===== config.mk =====
export PLATFORM = sky130hd
export DESIGN_NAME = mem_port_arbiter
export DESIGN_NICKNAME = d
export VERILOG_FILES = /design/src/rtl/mem_port_arbiter_pkg.sv /design/src/rtl/mem_port_arbiter_starve_ctr.sv /design/src/rtl/mem_port_arbiter.sv
export SDC_FILE = /design/constraint.sdc
export NUM_CORES = 1
export LEC_CHECK = 0
export ABC_AREA = 1
export CORE_UTILIZATION = 23
export DETAILED_ROUTE_END_ITERATION = 12
export PLACE_DENSITY = 0.76
export SLEW_MARGIN = 20
export SYNTH_ARGS = -nofsm -noshare
export SYNTH_HDL_FRONTEND = slang
export SYNTH_HIERARCHICAL = 1
export SYNTH_SLANG_ARGS = --single-unit

===== constraint.sdc =====
create_clock -name i_clk -period 1.7 [get_ports i_clk]
set_clock_uncertainty 0.05 [all_clocks]
set_input_delay 0.17 -clock i_clk [delete_from_list [all_inputs] [get_ports i_clk]]
set_output_delay 0.17 -clock i_clk [all_outputs]
set_load 0.1 [all_outputs]

===== src/rtl/mem_port_arbiter_pkg.sv =====
// ---------------------------------------------------------------------------
// mem_port_arbiter_pkg
//   Shared definitions for the fetch/data memory-port arbiter:
//   - address/data width defaults (tied to the core's ISIZE/DSIZE)
//   - starvation counter width
//   - encoding of the "access issued last cycle" state
//   - helper that derives the next state from the current grants
// ---------------------------------------------------------------------------
package mem_port_arbiter_pkg;

    localparam int ISIZE  = 16;          // instruction address width of the core
    localparam int DSIZE  = 16;          // data word width of the core
    localparam int AW_DEF = ISIZE;
    localparam int DW_DEF = DSIZE;

    localparam int          CNT_W   = 3;
    localparam logic [2:0]  CNT_SAT = 3'd7;

    // State records which access went to memory in the previous cycle, so the
    // response (one cycle later) can be steered to the right requester.
    typedef enum logic [1:0] {
        IDLE  = 2'd0,
        IF_RD = 2'd1,
        DM_RD = 2'd2,
        DM_WR = 2'd3
    } state_e;

    function automatic state_e next_state(input logic if_gnt,
                                          input logic dm_gnt,
                                          input logic dm_wen);
        if (if_gnt)      return IF_RD;
        else if (dm_gnt) return dm_wen ? DM_WR : DM_RD;
        else             return IDLE;
    endfunction

endpackage


===== src/rtl/mem_port_arbiter_starve_ctr.sv =====
// ---------------------------------------------------------------------------
// arb_starve_ctr
//   3-bit saturating counter of consecutive cycles in which fetch was
//   requesting but the data port won. o_hit flags that the count has reached
//   STARVE_MAX, at which point the top lets fetch win.
//
//   Ports
//     i_clk  : clock, rising edge
//     i_rst  : asynchronous active-low reset (clears the count)
//     i_inc  : fetch denied in favour of the data port this cycle
//     i_clr  : fetch granted or not requesting this cycle (clear wins)
//     o_hit  : count == STARVE_MAX
// ---------------------------------------------------------------------------
module arb_starve_ctr
    import mem_port_arbiter_pkg::*;
#(
    parameter int STARVE_MAX = 3
) (
    input  logic i_clk,
    input  logic i_rst,
    input  logic i_inc,
    input  logic i_clr,
    output logic o_hit
);

    logic [CNT_W-1:0] r_cnt;

    // NOTE: sequential state is written with non-blocking assignments so every
    // flop samples pre-edge values regardless of process ordering.
    always_ff @(posedge i_clk or negedge i_rst) begin
        if (!i_rst) begin
            r_cnt <= '0;
        end else if (i_clr) begin
            r_cnt <= '0;
        end else if (i_inc && (r_cnt != CNT_SAT)) begin
            r_cnt <= r_cnt + 3'd1;
        end
    end

    assign o_hit = (r_cnt == CNT_W'(STARVE_MAX));

endmodule


===== src/rtl/mem_port_arbiter.sv =====
// ---------------------------------------------------------------------------
// mem_port_arbiter
//   Arbitrates a single-ported synchronous memory between an instruction
//   fetch port (read only) and a data port (read/write). The data port wins
//   by default; after STARVE_MAX consecutive fetch denials fetch is forced
//   through for one cycle. Grants are combinational, reads return one cycle
//   after the address, and a grant may be issued every cycle.
//
//   Ports
//     i_clk, i_rst            : clock / asynchronous active-low reset
//     i_if_req, i_if_addr     : fetch request and address (PC)
//     o_if_gnt                : fetch granted this cycle
//     o_if_rvalid, o_if_rdata : fetch read response (data 0 when not valid)
//     i_dm_req, i_dm_wen      : data request, write(1)/read(0)
//     i_dm_addr, i_dm_wdata   : data address / write data
//     o_dm_gnt                : data port granted this cycle
//     o_dm_rvalid, o_dm_rdata : data read response (data 0 when not valid)
//     o_mem_wen, o_mem_addr,
//     o_mem_wdata             : memory drive from the granted requester
//     i_mem_rdata             : memory read data, one cycle after address
//     o_stall_if              : fetch must hold PC (requested, not granted)
// ---------------------------------------------------------------------------
module mem_port_arbiter
    import mem_port_arbiter_pkg::*;
#(
    parameter int AW         = AW_DEF,
    parameter int DW         = DW_DEF,
    parameter int STARVE_MAX = 3
) (
    input  logic          i_clk,
    input  logic          i_rst,
    input  logic          i_if_req,
    input  logic [AW-1:0] i_if_addr,
    output logic          o_if_gnt,
    output logic          o_if_rvalid,
    output logic [DW-1:0] o_if_rdata,
    input  logic          i_dm_req,
    input  logic          i_dm_wen,
    input  logic [AW-1:0] i_dm_addr,
    input  logic [DW-1:0] i_dm_wdata,
    output logic          o_dm_gnt,
    output logic          o_dm_rvalid,
    output logic [DW-1:0] o_dm_rdata,
    output logic          o_mem_wen,
    output logic [AW-1:0] o_mem_addr,
    output logic [DW-1:0] o_mem_wdata,
    input  logic [DW-1:0] i_mem_rdata,
    output logic          o_stall_if
);

    state_e r_state;
    state_e w_state_nxt;
    logic   w_starve_hit;
    logic   w_if_gnt;
    logic   w_dm_gnt;

    arb_starve_ctr #(
        .STARVE_MAX (STARVE_MAX)
    ) u_starve (
        .i_clk (i_clk),
        .i_rst (i_rst),
        .i_inc (i_if_req && i_dm_req && w_dm_gnt),
        .i_clr (w_if_gnt || !i_if_req),
        .o_hit (w_starve_hit)
    );

    // Grants are gated by i_rst directly so nothing reaches the memory while
    // reset is held, whatever the requesters are doing.
    // NOTE: every signal written in an always_comb gets a default first, so no
    // path leaves it unassigned and no latch is inferred.
    always_comb begin
        w_if_gnt = 1'b0;
        w_dm_gnt = 1'b0;
        if (i_rst) begin
            if (i_if_req && (w_starve_hit || !i_dm_req)) begin
                w_if_gnt = 1'b1;
            end else if (i_dm_req) begin
                w_dm_gnt = 1'b1;
            end
        end
    end

    always_comb begin
        o_mem_wen   = 1'b0;
        o_mem_addr  = '0;
        o_mem_wdata = '0;
        if (w_if_gnt) begin
            o_mem_addr  = i_if_addr;
        end else if (w_dm_gnt) begin
            o_mem_wen   = i_dm_wen;
            o_mem_addr  = i_dm_addr;
            o_mem_wdata = i_dm_wdata;
        end
    end

    always_comb begin
        w_state_nxt = next_state(w_if_gnt, w_dm_gnt, i_dm_wen);
    end

    // Asynchronous reset also discards any read in flight: the state drops to
    // IDLE, so no rvalid can follow the release of reset.
    always_ff @(posedge i_clk or negedge i_rst) begin
        if (!i_rst) begin
            r_state <= IDLE;
        end else begin
            r_state <= w_state_nxt;
        end
    end

    assign o_if_gnt    = w_if_gnt;
    assign o_dm_gnt    = w_dm_gnt;
    assign o_stall_if  = i_if_req && !w_if_gnt;

    assign o_if_rvalid = (r_state == IF_RD);
    assign o_dm_rvalid = (r_state == DM_RD);
    assign o_if_rdata  = o_if_rvalid ? i_mem_rdata : '0;
    assign o_dm_rdata  = o_dm_rvalid ? i_mem_rdata : '0;

endmodule


==> impl_metrics.yaml, run 1 <==
run_status:
  status: "finished with violations"
  violations: "negative setup slack"
cells_and_area:
  syn_to_final_growth_pct: 272
  drive_gt1_share_pct: 55.9
  final_util_pct: 90.2
  fillers: 162
  layout_common_cells: "buf_12, clkdlybuf4s50_1, nor2_4, inv_1"
  final_common_cell: "buf_12"
  antenna_cells: 0
  fin_nets: 413
detailed_routing:
  vias: 1939
  vias_per_cell: 4.95
  drc: 0
  avgRoutedWirePerCell_um: 19.4
  first_iter_violations: 67
  wl_um: 7600
  drtPass1Iterations: 4
  ant_nets: 0
power:
  peakVddDrop_mv: 0.398
  combPwrFrac_pct: 80.2
  swShare_pct: 53.4
  switchingPower_w: 0.000941
  p_seq_share_pct: 7.2
  power.leakage_nw: 1.67
  power_frac_clock_pct: 12.6
  power.density_mw_per_mm2: 446
  intPower_w: 0.000821
sta:
  slew_headroom_pct: 80.4
  slew_violations: 0
  setup-violations-final: 39
  fin_crit_sh_pct: 120
  whs_ns: 0.418
  hold_viol: 0
  rsz0062_at_grt: "yes"
  final.setup.worst_slack_ns: -0.345
  max_freq_mhz: 489
  totalNegativeSetupSlack_ns: -11.13
  tightest_slew_ns: 0.293
  finalCriticalPeriod_ns: 2.05
job:
  cap_violations: 0
synthesis:
  netlist_area_mm2: 0.00106
  synth_cell_types: 20
  synthCells: 186
  synth_seq_cells: 5
  ys_seq_area_share_pct: 11.8
  syn_avg_cell_area_um2: 5.71
  syn-num-nets: 258
  yosysWarnings: 6
cts:
  root_buffer: "clkbuf_8"
  clk_path_buf_depth: 2
  clk_latency_ns: 0.22
  cts-buffers-inserted: 3
  h-tree-depth: 1
  cts_sinks: 5
  cts_hold_buf: 0
  clk_pin_slew_ns: 0.04
  cts_tree: "yes"
worst_setup_path:
  worstSetupStartpointType: "register"
  crit_fanout: 6
  cp.required_ns: 1.48
  r2r-start: "u_starve/r_cnt[0]"
  critical_path_arrival_ns: 1.83
  cp-end-kind: "primary output"
  ff2ff_setup_slack_ns: -0.12
  worstSetupPathType: "reg2out"
  r2r_end: "u_starve/r_cnt[1]"
  ff2ff_path_depth: 12
floorplan:
  die_y_um: 70.0
  dieArea_mm2: 0.00489
  start_util_pct: 24.2
  io_pins: 139
  core_mm2: 0.00438
  die_x_um: 70.0
  num_rows: 24
global_route:
  grt_max_degree: 18
  grt-ovfl-total: 0
  grt_util_all_layers_pct: 26.6
  grt_pass1_vias: 2169
  grt_pass1_wl_um: 10300
  antenna_found_initial: 0
placement:
  io_buffers: 138
  place.gp.congestion: 0.807
  dp_hpwl_um: 4570
min_path:
  min_path_type: "in2async"
-- worst max path at each step --
stage / startpoint / to / slack, ns / cells past startpoint
after global placement: u_starve/r_cnt[0] / o_mem_wdata[10] / -0.02 / 8
final: u_starve/r_cnt[0] / o_mem_wdata[8] / -0.35 / 9
after detailed placement: u_starve/r_cnt[0] / o_dm_gnt / -0.08 / 8
after global routing: u_starve/r_cnt[0] / o_mem_wdata[6] / -0.38 / 9
after floorplan: r_state[0] / o_dm_rdata[0] / -0.31 / 3
after CTS: u_starve/r_cnt[1] / o_mem_addr[6] / -0.25 / 9
-- metal layers --
layer / global-route usage [%] / vias up / share of wire, %
li1: - / 873 / -
met5: 0 / - / 0
met4: 10.0 / 0 / 2.9
met3: 4.91 / 21 / 5.6
met1: 24.8 / 929 / 34
met2: 55.4 / 116 / 58
-- worst max-delay path, stage by stage (launching register included) --
cell and delay (ns):
dfrtp_1 0.42, ha_4 0.20, ha_4 0.17, inv_4 0.06, nand2_4 0.08, nand2_8 0.12
buf_12 0.14, nand2_8 0.09, nor2_4 0.14, buf_12 0.18
-- synthesized netlist by cell type (all sizes together) --
master | instances | area [um^2]
inv | 48 | 185
buf | 11 | 115
nand4 | 16 | 100
nand3 | 25 | 125
ha | 3 | 37.5
nor2 | 49 | 216
or2 | 1 | 6.26
dfrtp | 5 | 125
clkinv | 1 | 5.00
nand2 | 27 | 146
-- stage by stage --
| stage | area [um^2] | power (W) | instances | worst slack (ns) |
|---|---|---|---|---|
| 2_1_floorplan | 1480 | 0.000911 | 186 | -0.314 |
| 3_3_place_gp | 3650 | 0.00143 | 379 | -0.0250 |
| 3_5_place_dp | 3650 | 0.00145 | 379 | -0.0840 |
| 4_1_cts | 3870 | 0.00173 | 392 | -0.247 |
| 5_1_grt | 3950 | 0.00180 | 392 | -0.377 |
| 6_report | 3950 | 0.00176 | 392 | -0.345 |
-- cell families (layout without fill, tap and decap cells) --
| family | Yosys count | in the layout | synth area share, % |
|---|---|---|---|
| AND/OR/NAND/NOR | 118 | 121 | 55.9 |
| adder cells (fa/ha/maj) | 3 | 3 | 3.53 |
| flip-flops | 5 | 5 | 11.8 |
| buffers and inverters | 60 | 211 | 28.7 |
-- power by group through the flow --
stage | Clock [W] | Combinational, W | Sequential [W]
floorplan | 0 | 0.000785 | 0.000126
global placement | 0 | 0.00131 | 0.000126
detailed placement | 0 | 0.00133 | 0.000127
CTS | 0.000229 | 0.00137 | 0.000126
global route | 0.000233 | 0.00145 | 0.000127
finish | 0.000222 | 0.00141 | 0.000127
-- final cells by class --
type | instances | area [um^2] | share of cell area [%]
Sequential cell | 5 | 125 | 3.16
Clock buffer | 4 | 45.0 | 1.14
Inverter | 49 | 208 | 5.25
Tap cell | 52 | 65.1 | 1.65
Timing Repair Buffer | 158 | 2330 | 58.8
Multi-Input combinational cell | 124 | 1180 | 30.0
-- what timing repair did --
item,CTS,global route
setup buffers,6,0
pin swaps,4,9
resized for setup,13,18
endpoints found under the setup margin,40,39
cloned,3,0
-- sequential cells by signal, summed over array words and instances, names as in the netlist --
name and flops:
r_state 2, u_starve/r_cnt 3
Power figures use the tool's default switching activity.
==> run 2, diff against run 1 <==
ABC_AREA = not set   (was 1)
CORE_UTILIZATION = 22   (was 23)
PLACE_DENSITY = 0.75   (was 0.76)
==> run 2 against run 1 <==
Net effect:
- the flow still finishes with violations (negative setup slack)
- via count shrank 15%
- design area shrank 5.2%
- highest routed layer unchanged
- critical path type unchanged
- synthesized cell count shrank 24%
- die area shrank 0.61%
- largest power group unchanged
- flip-flop and latch count is the same
- utilization shrank 4.7 points
==> impl_metrics.yaml, run 2 <==
run_status:
  status: "finished with violations"
  violations: "negative setup slack"
worst_setup_path:
  r2r-start: "u_starve/r_cnt[1]"
  cp-end-kind: "primary output"
  critical_path.cell_chain: "ha_4 > ha_4 > buf_12 > a21oi_4 > buf_12 > and2_2 > buf_12"
  cp.required_ns: 1.48
  ff2ff_setup_slack_ns: -0.22
  worstSetupPathType: "reg2out"
  r2r_end: "u_starve/r_cnt[2]"
  crit_buf_inv: 3
  critPathMostFrequentCell: "buf_12"
  ff2ff_path_depth: 7
  critical_path_arrival_ns: 1.76
  crit_path_top_delay_cell: "dfrtp_1"
  critical-path-top-delay-family: "buffers and inverters"
  max_stage_delay_ns: 0.40
  crit_fanout: 18
  worstSetupStartpointType: "register"
global_route:
  top_usage_layer: "met2"
  grt-ovfl-total: 0
  grt_pass1_vias: 1729
  antenna_found_initial: 0
  grt_util_all_layers_pct: 22.1
  grt_max_degree: 28
  met1_usage_pct: 23.4
  grtUsageMet2_pct: 43.9
  grt_util_met3_pct: 3.92
  grt_pass1_wl_um: 8490
detailed_routing:
  ant_nets: 0
  wl_um: 5390
  vias: 1652
  drc: 0
  avgRoutedWirePerCell_um: 15.4
  drtPass1Iterations: 4
  vias_per_cell: 4.72
  first_iter_violations: 40
cells_and_area:
  reg_top3: "u_starve/r_cnt x3, r_state x2"
  regArea_um2: 125
  design_area_mm2: 0.00375
  fillers: 207
  drive_gt1_share_pct: 57.0
  final_util_pct: 85.5
  antenna_cells: 0
  final_common_cell: "buf_12"
  layout_common_cells: "buf_12, clkdlybuf4s50_1, nand2_1, and2_4, buf_4"
  syn_to_final_growth_pct: 271
  fin_nets: 371
  largest_reg_flops: 3
  multi_input_area_mm2: 0.00122
  largest-register: "u_starve/r_cnt"
cts:
  clk_latency_ns: 0.23
  clk_path_buf_depth: 2
  cts_hold_buf: 0
  cts_sinks: 5
  clk_pin_slew_ns: 0.03
  h-tree-depth: 1
  cts_tree: "yes"
  root_buffer: "clkbuf_8"
  cts-buffers-inserted: 3
synthesis:
  ys_seq_area_share_pct: 12.4
  ys_async_sr_fraction_pct: 100
  synth_flop_cell: "dfrtp_1"
  yosysWarnings: 6
  synth_common_cells: "and2_1, nand2_1, o22ai_2"
  syn-num-nets: 213
  yosys.area.top_type_share_pct: 31.0
  yosysMostFrequentCell: "and2_1"
  netlist_area_mm2: 0.00101
  syn_avg_cell_area_um2: 7.16
  synth_cell_types: 28
  synth_seq_cells: 5
  synth_edf_count: 0
  yosysTopAreaCell: "and2_1"
  synth.area.top_cells: "and2_1, nand2_1, dfrtp_1, o22ai_2, ha_1"
  synthCells: 141
floorplan:
  start_util_pct: 23.0
  die_y_um: 69.7
  die_x_um: 69.7
  core_mm2: 0.00438
  dieArea_mm2: 0.00486
  io_pins: 139
  num_rows: 24
power:
  swShare_pct: 50.5
  switchingPower_w: 0.000867
  combPwrFrac_pct: 79.6
  power_frac_clock_pct: 13.1
  power.leakage_nw: 1.52
  power.density_mw_per_mm2: 458
  intPower_w: 0.000849
  peakVddDrop_mv: 0.288
  p_seq_share_pct: 7.3
placement:
  dp_hpwl_um: 4170
  io_buffers: 138
  dp_slack_ns: -0.175
  place.gp.congestion: 0.808
  placed_cell_area_mm2: 0.00351
min_path:
  min_path_type: "in2async"
sta:
  finalCriticalPeriod_ns: 1.98
  slew_violations: 0
  max_freq_mhz: 506
  tightest_slew_ns: 0.255
  rsz0062_at_grt: "yes"
  hold_viol: 0
  fin_crit_sh_pct: 116
  slew_headroom_pct: 83.0
  setup-violations-final: 39
  final.setup.worst_slack_ns: -0.276
job:
  cap_violations: 0
==> run 2: changes by cell type after synthesis, moves of 3 or more <==
| cell | delta |
|---|---|
| and2_1 | +50 |
| inv_1 | -45 |
| nor2_1 | -39 |
| nand3_1 | -25 |
| nand4_1 | -16 |
| nand2_1 | +14 |
| o22ai_2 | +10 |
| nor2_2 | -7 |
| o22ai_1 | +6 |
| buf_2 | +4 |
| buf_6 | -3 |
==> run 2: worst max path at each step <==
stage                      start  depth (start not counted)  slack [ns]                end
6_report       u_starve/r_cnt[1]                          7       -0.28     o_mem_wdata[1]
5_1_grt        u_starve/r_cnt[0]                          7       -0.32     o_mem_wdata[0]
4_1_cts        u_starve/r_cnt[1]                          7       -0.28    o_mem_wdata[14]
3_5_place_dp            i_dm_req                          5       -0.18  u_starve/r_cnt[0]
3_3_place_gp            i_dm_req                          5       -0.12  u_starve/r_cnt[0]
2_1_floorplan  u_starve/r_cnt[1]                          6       -0.22     o_mem_addr[10]
==> run 2: kinds of logic (layout without fill, tap and decap cells) <==
logic type | Yosys count | count (layout) | synth area share [%]
fa+ha+maj | 3 | 3 | 3.72
buf+inv | 11 | 165 | 7.31
compound gates | 21 | 21 | 20.2
simple gates | 100 | 103 | 55.3
flops | 5 | 5 | 12.4
mux | 1 | 1 | 1.12
==> run 2: area by class of cell <==
type | instances | share of cell area, %
Multi-Input combinational cell | 128 | 32.6
Timing Repair Buffer | 160 | 61.0
Tap cell | 52 | 1.74
Sequential cell | 5 | 3.34
Clock buffer | 4 | 1.20
Inverter | 1 | 0.100
==> run 2: metal layers <==
layer | wire length, um | part of all wire (%)
met1 | 1970 | 36
met2 | 3000 | 56
met3 | 365 | 6.8
met4 | 65 | 1.2
met5 | 0 | 0
==> run 2: what timing repair did <==
action,in CTS,in global routing
setup buffers,5,2
endpoints found under the setup margin,38,39
pin swaps,13,4
resized for setup,18,9
gates cloned,3,0
==> run 2: stage by stage <==
step / instances / hold slack (ns) / total power [W] / setup TNS [ns]
after global routing: 350 / 0.341 / 0.00177 / -10.85
after global placement: 337 / 0.540 / 0.00144 / -1.87
final: 350 / 0.350 / 0.00172 / -9.01
after detailed placement: 337 / 0.540 / 0.00145 / -2.52
after floorplan: 141 / -0.176 / 0.000914 / -3.18
after CTS: 349 / 0.311 / 0.00171 / -8.72
==> run 2: power groups by stage <==
| stage | Combinational, W | Sequential [W] | Clock (W) |
|---|---|---|---|
| 6_report | 0.00137 | 0.000126 | 0.000225 |
| 2_1_floorplan | 0.000787 | 0.000126 | 0 |
| 3_3_place_gp | 0.00131 | 0.000126 | 0 |
| 5_1_grt | 0.00141 | 0.000126 | 0.000235 |
| 4_1_cts | 0.00136 | 0.000126 | 0.000226 |
| 3_5_place_dp | 0.00133 | 0.000127 | 0 |
